--- src/rtl/vga_pkg.sv ---
// Shared raster timing constants and coordinate type for the VGA timing generator.
// Defaults describe 640x480@60; blocks override them through parameters.
package vga_pkg;
    localparam int COORD_W = 10;
    typedef logic [COORD_W-1:0] coord_t;

    localparam int DEF_H_VISIBLE = 640;
    localparam int DEF_H_FRONT   = 16;
    localparam int DEF_H_SYNC    = 96;
    localparam int DEF_H_BACK    = 48;
    localparam int DEF_V_VISIBLE = 480;
    localparam int DEF_V_FRONT   = 10;
    localparam int DEF_V_SYNC    = 2;
    localparam int DEF_V_BACK    = 33;

    localparam int DEF_H_TOTAL = DEF_H_VISIBLE + DEF_H_FRONT + DEF_H_SYNC + DEF_H_BACK;
    localparam int DEF_V_TOTAL = DEF_V_VISIBLE + DEF_V_FRONT + DEF_V_SYNC + DEF_V_BACK;

    function automatic logic in_window(input coord_t v, input coord_t lo, input coord_t hi);
        return (v >= lo) && (v < hi);
    endfunction
endpackage

--- src/rtl/vga_axis_counter.sv ---
// One raster axis: wrapping counter plus registered sync window decoded from the next count.
// vis_nxt_o is the visible-area compare on the next count so the parent can register it in step.
module vga_axis_counter
    import vga_pkg::*;
#(
    parameter int VISIBLE = DEF_H_VISIBLE,
    parameter int FRONT   = DEF_H_FRONT,
    parameter int SYNC    = DEF_H_SYNC,
    parameter int BACK    = DEF_H_BACK
) (
    input  logic   clk_i,
    input  logic   rst_i,
    input  logic   clr_i,
    input  logic   inc_i,
    output coord_t cnt_o,
    output logic   wrap_o,
    output logic   sync_o,
    output logic   vis_nxt_o
);
    localparam int     TOTAL   = VISIBLE + FRONT + SYNC + BACK;
    localparam coord_t LAST    = coord_t'(TOTAL - 1);
    localparam coord_t SYNC_LO = coord_t'(VISIBLE + FRONT);
    localparam coord_t SYNC_HI = coord_t'(VISIBLE + FRONT + SYNC);
    localparam coord_t VIS_END = coord_t'(VISIBLE);

    coord_t cnt_q, cnt_d;
    logic   sync_q, sync_d;

    always_comb begin
        wrap_o = inc_i && (cnt_q == LAST);
        cnt_d  = cnt_q;
        if (clr_i || wrap_o) begin
            cnt_d = '0;
        end else if (inc_i) begin
            cnt_d = cnt_q + coord_t'(1);
        end
        sync_d    = !clr_i && in_window(cnt_d, SYNC_LO, SYNC_HI);
        vis_nxt_o = cnt_d < VIS_END;
    end

    always_ff @(posedge clk_i or posedge rst_i) begin
        if (rst_i) begin
            cnt_q  <= '0;
            sync_q <= 1'b0;
        end else begin
            cnt_q  <= cnt_d;
            sync_q <= sync_d;
        end
    end

    assign cnt_o  = cnt_q;
    assign sync_o = sync_q;
endmodule

--- src/rtl/vga_timing_gen.sv ---
// Programmable VGA raster timing: pixel divider, x/y counters, polarity-mapped syncs,
// visible flag, line/frame strobes, frame counter and sticky vblank interrupt.
module vga_timing_gen
    import vga_pkg::*;
#(
    parameter int H_VISIBLE = DEF_H_VISIBLE,
    parameter int H_FRONT   = DEF_H_FRONT,
    parameter int H_SYNC    = DEF_H_SYNC,
    parameter int H_BACK    = DEF_H_BACK,
    parameter int V_VISIBLE = DEF_V_VISIBLE,
    parameter int V_FRONT   = DEF_V_FRONT,
    parameter int V_SYNC    = DEF_V_SYNC,
    parameter int V_BACK    = DEF_V_BACK,
    parameter int PIX_DIV   = 1
) (
    input  logic       clk,
    input  logic       reset,
    input  logic       enable,
    input  logic       polarity,
    input  logic       irq_clr,
    output logic       hsync,
    output logic       vsync,
    output logic       visible,
    output logic [9:0] pix_x,
    output logic [9:0] pix_y,
    output logic       line_start,
    output logic       frame_start,
    output logic [7:0] frame_count,
    output logic       vblank_irq
);
    localparam int                 DIV_W    = (PIX_DIV > 1) ? $clog2(PIX_DIV) : 1;
    localparam logic [DIV_W-1:0]   DIV_LAST = DIV_W'(PIX_DIV - 1);
    localparam coord_t             Y_PRE_VB = coord_t'(V_VISIBLE - 1);

    logic [DIV_W-1:0] div_q, div_d;
    logic             run_q;
    logic             start, clr, adv;
    logic             x_wrap, y_wrap, hs_int, vs_int, x_vis_nxt, y_vis_nxt;
    coord_t           x_cnt, y_cnt;
    logic             visible_q, visible_d;
    logic             line_start_q, line_start_d;
    logic             frame_start_q, frame_start_d;
    logic [7:0]       frame_count_q, frame_count_d;
    logic             irq_q, irq_d;

    vga_axis_counter #(
        .VISIBLE(H_VISIBLE), .FRONT(H_FRONT), .SYNC(H_SYNC), .BACK(H_BACK)
    ) u_h (
        .clk_i(clk), .rst_i(reset), .clr_i(clr), .inc_i(adv),
        .cnt_o(x_cnt), .wrap_o(x_wrap), .sync_o(hs_int), .vis_nxt_o(x_vis_nxt)
    );

    vga_axis_counter #(
        .VISIBLE(V_VISIBLE), .FRONT(V_FRONT), .SYNC(V_SYNC), .BACK(V_BACK)
    ) u_v (
        .clk_i(clk), .rst_i(reset), .clr_i(clr), .inc_i(x_wrap),
        .cnt_o(y_cnt), .wrap_o(y_wrap), .sync_o(vs_int), .vis_nxt_o(y_vis_nxt)
    );

    // The first enabled edge parks the raster on (0,0) instead of advancing,
    // so the origin pixel is shown for a full pixel period with both strobes.
    always_comb begin
        start         = enable && !run_q;
        clr           = !enable || start;
        adv           = enable && !start && (div_q == DIV_LAST);
        div_d         = (clr || adv) ? '0 : div_q + DIV_W'(1);
        visible_d     = enable && x_vis_nxt && y_vis_nxt;
        line_start_d  = start || x_wrap;
        frame_start_d = start || y_wrap;
        frame_count_d = frame_count_q + (y_wrap ? 8'd1 : 8'd0);
        irq_d         = irq_q;
        if (x_wrap && (y_cnt == Y_PRE_VB)) begin
            irq_d = 1'b1;
        end else if (irq_clr) begin
            irq_d = 1'b0;
        end
    end

    // run_q resets high: leaving reset counts as already sitting at the origin.
    always_ff @(posedge clk or posedge reset) begin
        if (reset) begin
            div_q         <= '0;
            run_q         <= 1'b1;
            visible_q     <= 1'b0;
            line_start_q  <= 1'b0;
            frame_start_q <= 1'b0;
            frame_count_q <= 8'd0;
            irq_q         <= 1'b0;
        end else begin
            div_q         <= div_d;
            run_q         <= enable;
            visible_q     <= visible_d;
            line_start_q  <= line_start_d;
            frame_start_q <= frame_start_d;
            frame_count_q <= frame_count_d;
            irq_q         <= irq_d;
        end
    end

    assign hsync       = polarity ? hs_int : ~hs_int;
    assign vsync       = polarity ? vs_int : ~vs_int;
    assign visible     = visible_q;
    assign pix_x       = x_cnt;
    assign pix_y       = y_cnt;
    assign line_start  = line_start_q;
    assign frame_start = frame_start_q;
    assign frame_count = frame_count_q;
    assign vblank_irq  = irq_q;
endmodule

--- config.mk ---
export PLATFORM = sky130hd
export DESIGN_NAME = vga_timing_gen
export DESIGN_NICKNAME = d
export VERILOG_FILES = /design/src/rtl/vga_pkg.sv /design/src/rtl/vga_axis_counter.sv /design/src/rtl/vga_timing_gen.sv
export SDC_FILE = /design/constraint.sdc
export NUM_CORES = 1
export LEC_CHECK = 0
export BUFFER_PORTS_ARGS = -buffer_cell sky130_fd_sc_hd__buf_2
export CAP_MARGIN = 20
export CORE_ASPECT_RATIO = 1.1
export CORE_UTILIZATION = 40
export DETAILED_ROUTE_END_ITERATION = 8
export GPL_TIMING_DRIVEN = 0
export PLACE_DENSITY_LB_ADDON = 0.1
export SYNTH_ARGS = -nofsm -noshare
export SYNTH_HDL_FRONTEND = slang
export SYNTH_SLANG_ARGS = --single-unit
--- constraint.sdc ---
create_clock -name clk -period 2.63 [get_ports clk]
set_input_delay 0.1315 -clock clk [delete_from_list [all_inputs] [get_ports clk]]
set_output_delay 0.1315 -clock clk [all_outputs]
set_load 0.005 [all_outputs]
* Word-level counts from Yosys, hierarchy flattened
Index checks and enable logic that the tools add are counted.
** Storage, ports and cells
- Register bits after elaboration :: 36
- Input bits :: 5
- Output and inout port bits :: 34
- Logic and storage cells :: 60
** Operators by class
- Add/subtract/negate cells :: 4
- $lt $le $gt $ge :: 6
- Equal/unequal tests :: 3
- Multiplexer cells :: 10
- Bitwise logic cells :: 3
- Reductions and logical operators :: 23
** Operator list (count)
- 10-bit 2-to-1 mux :: 4
- 10-bit by 1-bit adder with 10-bit output (second input constant) :: 2
- 10-bit equality test (second input constant) :: 2
- 10-bit less-than comparator (second input constant) :: 2
- 10-bit by 9-bit less-than comparator with 1-bit output (second input constant) :: 2
- 1-bit logical AND :: 12
- 10-bit by 9-bit equality test with 1-bit output (second input constant) :: 1
- 10-bit greater-or-equal comparator (second input constant) :: 1
- 10-bit by 9-bit greater-or-equal comparator with 1-bit output (second input constant) :: 1
- 8-bit by 1-bit adder with 8-bit output :: 1
- 1-bit logical OR :: 6
- 1-bit 2-to-1 mux :: 6
- 1-bit logical NOT :: 4
- 1-bit inverter :: 3
- 2-bit nonzero test :: 1
- 1-bit adder (second input constant) :: 1

* Longest topological paths before layout
- Depth after elaboration :: 12
- Gate-level depth with buffers :: 10
- Depth with buffers taken out :: 10

* Cells and area by module
Synthesis repeated with hierarchy kept, for this count alone.
** Second synthesis, totals
- Cells, all modules :: 192
- Area total of the unflattened synthesis :: 1963.1 um^2
** Modules (own cells, without submodules)
- vga_axis_counter (u_h) :: times used 1, cells an instance 72, area each 704.4 um^2, sequential area each 275.3 um^2
- vga_axis_counter (u_v) :: times used 1, cells an instance 74, area each 691.9 um^2, sequential area each 275.3 um^2
- vga_timing_gen :: times used 1, cells an instance 46, area each 566.8 um^2, sequential area each 351.6 um^2

* Least setup slack after synthesis
OpenSTA, ideal clock, no wires.
- Path type :: flip-flop to flip-flop
- Start point :: register u_h.cnt_q[0], in the netlist u_h.cnt_o[0]
- End point :: register frame_count_q[6], in the netlist frame_count[6]
- Library setup time :: 0.123 ns
- Arrival :: 2.214 ns
- Data required time :: 2.507 ns
- Slack :: 0.293 ns
- Stages on the path, launching flop included :: 10
- Path buffers :: 0
- Period minus slack after synthesis :: 2.337 ns
- Cells stage by stage :: dfrtp_1 -> ha_1 -> nand3b_1 -> nor4_1 -> and2_1 -> ha_1 -> ha_1 -> and3_1 -> nand3_1 -> xnor2_1
** Between the ends
- Cells in the longest elaborated chain, start to end :: 5
** RTL lines
- from (decl) :: line vga_axis_counter.sv:26 : coord_t cnt_q, cnt_d;
- from (signal assigned) :: line vga_axis_counter.sv:46 : cnt_q <= cnt_d;
- 10-bit equality test :: line vga_axis_counter.sv:30 : wrap_o = inc_i && (cnt_q == LAST);
- 1-bit logical AND (2 in series) :: line vga_axis_counter.sv:30
- 1-bit 2-to-1 mux :: line vga_timing_gen.sv:70 : frame_count_d = frame_count_q + (y_wrap ? 8'd1 : 8'd0);
- 8-bit by 1-bit adder with 8-bit output :: line vga_timing_gen.sv:70
- named net frame_count_d[6] :: line vga_timing_gen.sv:43 : logic [7:0] frame_count_q, frame_count_d;
- to (signal assigned) :: line vga_timing_gen.sv:95 : frame_count_q <= frame_count_d;
- to (decl) :: line vga_timing_gen.sv:43
The timed path passes the listed nets, and every way through them passes these cells.
A chain may end at the register's enable or synchronous reset.

* Worst setup path in the final report
- Start point :: register u_h.cnt_q[1], in the netlist u_h.cnt_o[1]
- End point :: register u_v.sync_q, in the netlist u_v.sync_o
** Between the ends
- Cells in the longest elaborated chain, start to end :: 8
- Elaborated cells on any way between the ends :: 10
- Classes of those cells :: order compare (2); eq/ne (1); mux (2); reduce/logical (5)
** RTL lines
- 10-bit equality test (*) :: line vga_axis_counter.sv:30
- 1-bit logical AND (*) :: line vga_axis_counter.sv:30
- 1-bit logical AND :: line vga_axis_counter.sv:30
- 1-bit logical OR :: line vga_axis_counter.sv:32 : if (clr_i || wrap_o) begin
- 10-bit 2-to-1 mux (*) :: line vga_axis_counter.sv:32
- 10-bit by 9-bit greater-or-equal comparator with 1-bit output / 10-bit by 9-bit less-than comparator with 1-bit output (equally long branches) :: line vga_pkg.sv:20 : return (v >= lo) && (v < hi);
- 1-bit logical AND (*) :: line vga_pkg.sv:20
- 1-bit logical AND (*) :: line vga_axis_counter.sv:37 : sync_d = !clr_i && in_window(cnt_d, SYNC_LO, SYNC_HI);
- named net u_v.sync_d :: line vga_axis_counter.sv:27 : logic sync_q, sync_d;
- to (signal assigned) :: line vga_axis_counter.sv:47 : sync_q <= sync_d;
- to (decl) :: line vga_axis_counter.sv:27
The timed path passes the listed nets; every way through them passes the cells marked *.

==> impl_metrics.py <==
metrics = {
    "worst_setup_path": {
        "worstReg2RegStart": "u_h.cnt_o[1]",
        "path_cells": "ha_1 -> nand3b_1 -> or4_1 -> buf_2 -> or3_4 -> a2111oi_2 -> and4_1",
        "regToRegSetupSlack_ps": 160,
        "r2r_cells": 7,
        "crit_family": "simple AND/OR/NAND/NOR gates",
        "critPathSlowestCell": "or4_1",
        "worst-path-buf-inv": 1,
        "critical_path_required_ps": 2850,
        "timing.rr.end": "u_v.sync_o",
        "crit_type": "register to register",
        "arrival_ps": 2690,
        "end_kind": "register",
        "worst_setup_path_start_kind": "register",
        "cp_max_fo": 8,
        "slowest_delay_ps": 520,
    },
    "finish": {
        "drive_gt1_share_pct": 25.85,
        "nNetsFinal": 245,
        "nFillCells": 432,
        "multiInputGateArea_um2": 952.2,
        "areaGrowthSynthToFinish_pct": 21.74,
        "n_antenna_cell": 0,
        "seqCellArea_um2": 902.1,
    },
    "logic_synthesis": {
        "synth_most_common_cell": "dfrtp_1",
        "synthTopCellsByCount": "35 x dfrtp_1, 21 x xnor2_1, 20 x nor2_1",
        "ys_async_sr_fraction_pct": 100.0,
        "ys.flop_type": "dfrtp_1",
        "synthCells": 187,
        "yosys.cell_types.count": 41,
        "synth_top_area_share_pct": 46.82,
        "syn_area_um2": 1871,
        "yosysSeqAreaShare_pct": 48.23,
        "synth.avg_cell_area_um2": 10.00,
        "ys_ff_latch": 36,
        "synth_edf_count": 0,
        "yosys.area.top_type": "dfrtp_1",
        "syn-num-nets": 197,
        "synth.area.top_cells": "dfrtp_1 47%, xnor2_1 9.8%, nor2_1 4.0%, ha_1 3.3%, nor3_1 2.4%",
        "yosysWarnings": 0,
    },
    "global_route": {
        "grt-ovfl-total": 0,
        "grt_pass1_wl_um": 6610,
        "met1_usage_pct": 23.83,
        "busiest_layer": "met2",
        "grt_pass1_vias": 1416,
        "grt_use_met2_pct": 27.56,
        "met3_usage_pct": 5.280,
        "grt_usage_pct": 17.77,
        "antenna_found_initial": 0,
        "grt_max_degree": 37,
    },
    "clock_tree": {
        "cts_sinks": 36,
        "cts-root-buf": "clkbuf_8",
        "clk_pin_slew_ps": 70,
        "cts_buffers": 5,
        "clk_path_buf_depth": 2,
        "cts_max_level": 2,
        "tritoncts": "built",
        "insertion_delay_ps": 280,
    },
    "floorplanning": {
        "fp.dieW_um": 67.20,
        "initial_utilization_pct": 42.71,
        "die-height_um": 73.72,
        "placement_rows": 25,
        "core-area_um2": 4379,
        "die-area_um2": 4954,
        "num_io_pins": 39,
    },
    "timing": {
        "drv_slew": 0,
        "setup_violations": 0,
        "worst_pin_slew_ps": 737.7,
        "layout_setup_ws_ps": 161.7,
        "timing.final.crit_period_ps": 2468,
        "min_period_over_period_pct": 93.85,
        "holdWs_ps": -31.86,
        "slew_headroom_pct": 50.75,
        "clock_skew_ps": 1.973,
        "fmax_ghz": 0.4051,
        "hold_violations": 35,
    },
    "run": {
        "maxCapViolCount": 0,
    },
    "pwr": {
        "peakVddDrop_mv": 0.3017,
        "powerDensity_nw_per_um2": 431.7,
        "p_total_mw": 0.9831,
        "p_leak_nw": 1.022,
    },
    "run_status": {
        "status": "finished, violations left",
        "violations": "hold timing",
    },
    "routing": {
        "drt_first_pass_iters": 4,
        "num_vias": 1519,
        "viasPerCell": 5.238,
        "drcViolationCount": 0,
        "ant_nets": 0,
        "initialDrtViolationCount": 54,
        "drt-total-wl_um": 3831,
        "wl_per_cell_um": 13.21,
    },
    "placed_design": {
        "place_worst_setup_slack_ps": -168.4,
        "io_buffers": 38,
        "place.gp.congestion": 0.7740,
        "hpwlAfterDp_um": 2803,
    },
    "hold_path": {
        "timing.hold.worst.class": "input pin to async pin",
    },
}
[layout make-up]
type                    count  area share (%)
multi-input cells         138           41.81
well taps                  54           2.967
flip-flops and latches     36           39.62
inverters                   7           1.154
clock inverters             3          0.8242
clock buffers               5           3.022
plain buffers               6           1.154
repair buffers             41           9.451
[through the flow]
step                setup TNS [ps]  std cells  util [%]  instance area, um2
CTS                              0        288     50.97                2232
global route                -10.65        290     52.00                2277
floorplan                        0        187         -                1871
detailed placement          -241.1        279     48.60                2128
global placement            -156.4        279     48.60                2128
finish                           0        290     52.00                2277
[report_power, final]
group          switching, mW  internal (mW)
clock                  0.201          0.184
combinational         0.0241         0.0120
sequential           0.00304          0.558
total                  0.229          0.755
[worst max-delay path by stage]
| stage | start | endpoint | slack (ps) | depth (start not counted) |
|---|---|---|---|---|
| floorplan | u_h.cnt_o[0] | frame_count[6] | 290 | 9 |
| global placement | u_h.cnt_o[0] | frame_count[6] | -140 | 9 |
| detailed placement | u_h.cnt_o[0] | frame_count[6] | -170 | 9 |
| CTS | u_h.cnt_o[0] | frame_count[6] | 70 | 9 |
| global route | u_h.cnt_o[1] | u_v.sync_o | -10 | 7 |
| finish | u_h.cnt_o[1] | u_v.sync_o | 160 | 7 |
[logic make-up (layout without fill, tap and decap cells)]
logic type               after synthesis  count (layout)  share of synthesized area [%]
AO/OA/AOI/OAI                         25              25                          9.230
XOR/XNOR                              23              23                          10.77
adder cells (fa/ha/maj)                5               5                          3.344
buffers and inverters                 13              62                          2.809
flip-flops                            36              36                          48.23
other                                  1               1                         0.2005
AND/OR/NAND/NOR                       84              84                          25.42
[sequential cells by signal (all words and copies together), names as in the netlist]
register / count
frame_count: 8
visible: 1
line_start: 1
run_q: 1
frame_start: 1
div_q: 1
vblank_irq: 1
u_h.sync_o: 1
u_v.sync_o: 1
u_h.cnt_o: 10
u_v.cnt_o: 10
[routing by layer]
layer,wire (um),vias up
li1,-,750
met1,1834,732
met2,1800,33
met3,152,4
met4,43,0
met5,0,-
[cell usage in the layout (no fill, tap or decap), drive strengths merged, types with 2 or more instances in the layout]
cell,count
nand2,10
nor3,9
a21o,2
o21ai,7
nand3,9
nand4bb,2
or3,5
a211oi,3
or4,3
and2,4
and3,3
clkbuf,8
buf,43
xor2,2
ha,5
or4bb,2
and4,2
nor4,2
xnor2,21
nor2b,2
nand3b,2
nor2,20
clkinv,3
dfrtp,35
nand4,3
inv,7
nand2b,4
a21oi,5
[timing repair]
action | 4_1_cts | 5_1_grt
hold endpoints to repair | 1 | 0
endpoints found under the setup margin | 3 | 3
hold buffers | 1 | 0
setup buffers | 0 | 2
resized for setup | 1 | 5
No activity file was read; power rests on OpenSTA's default activity.
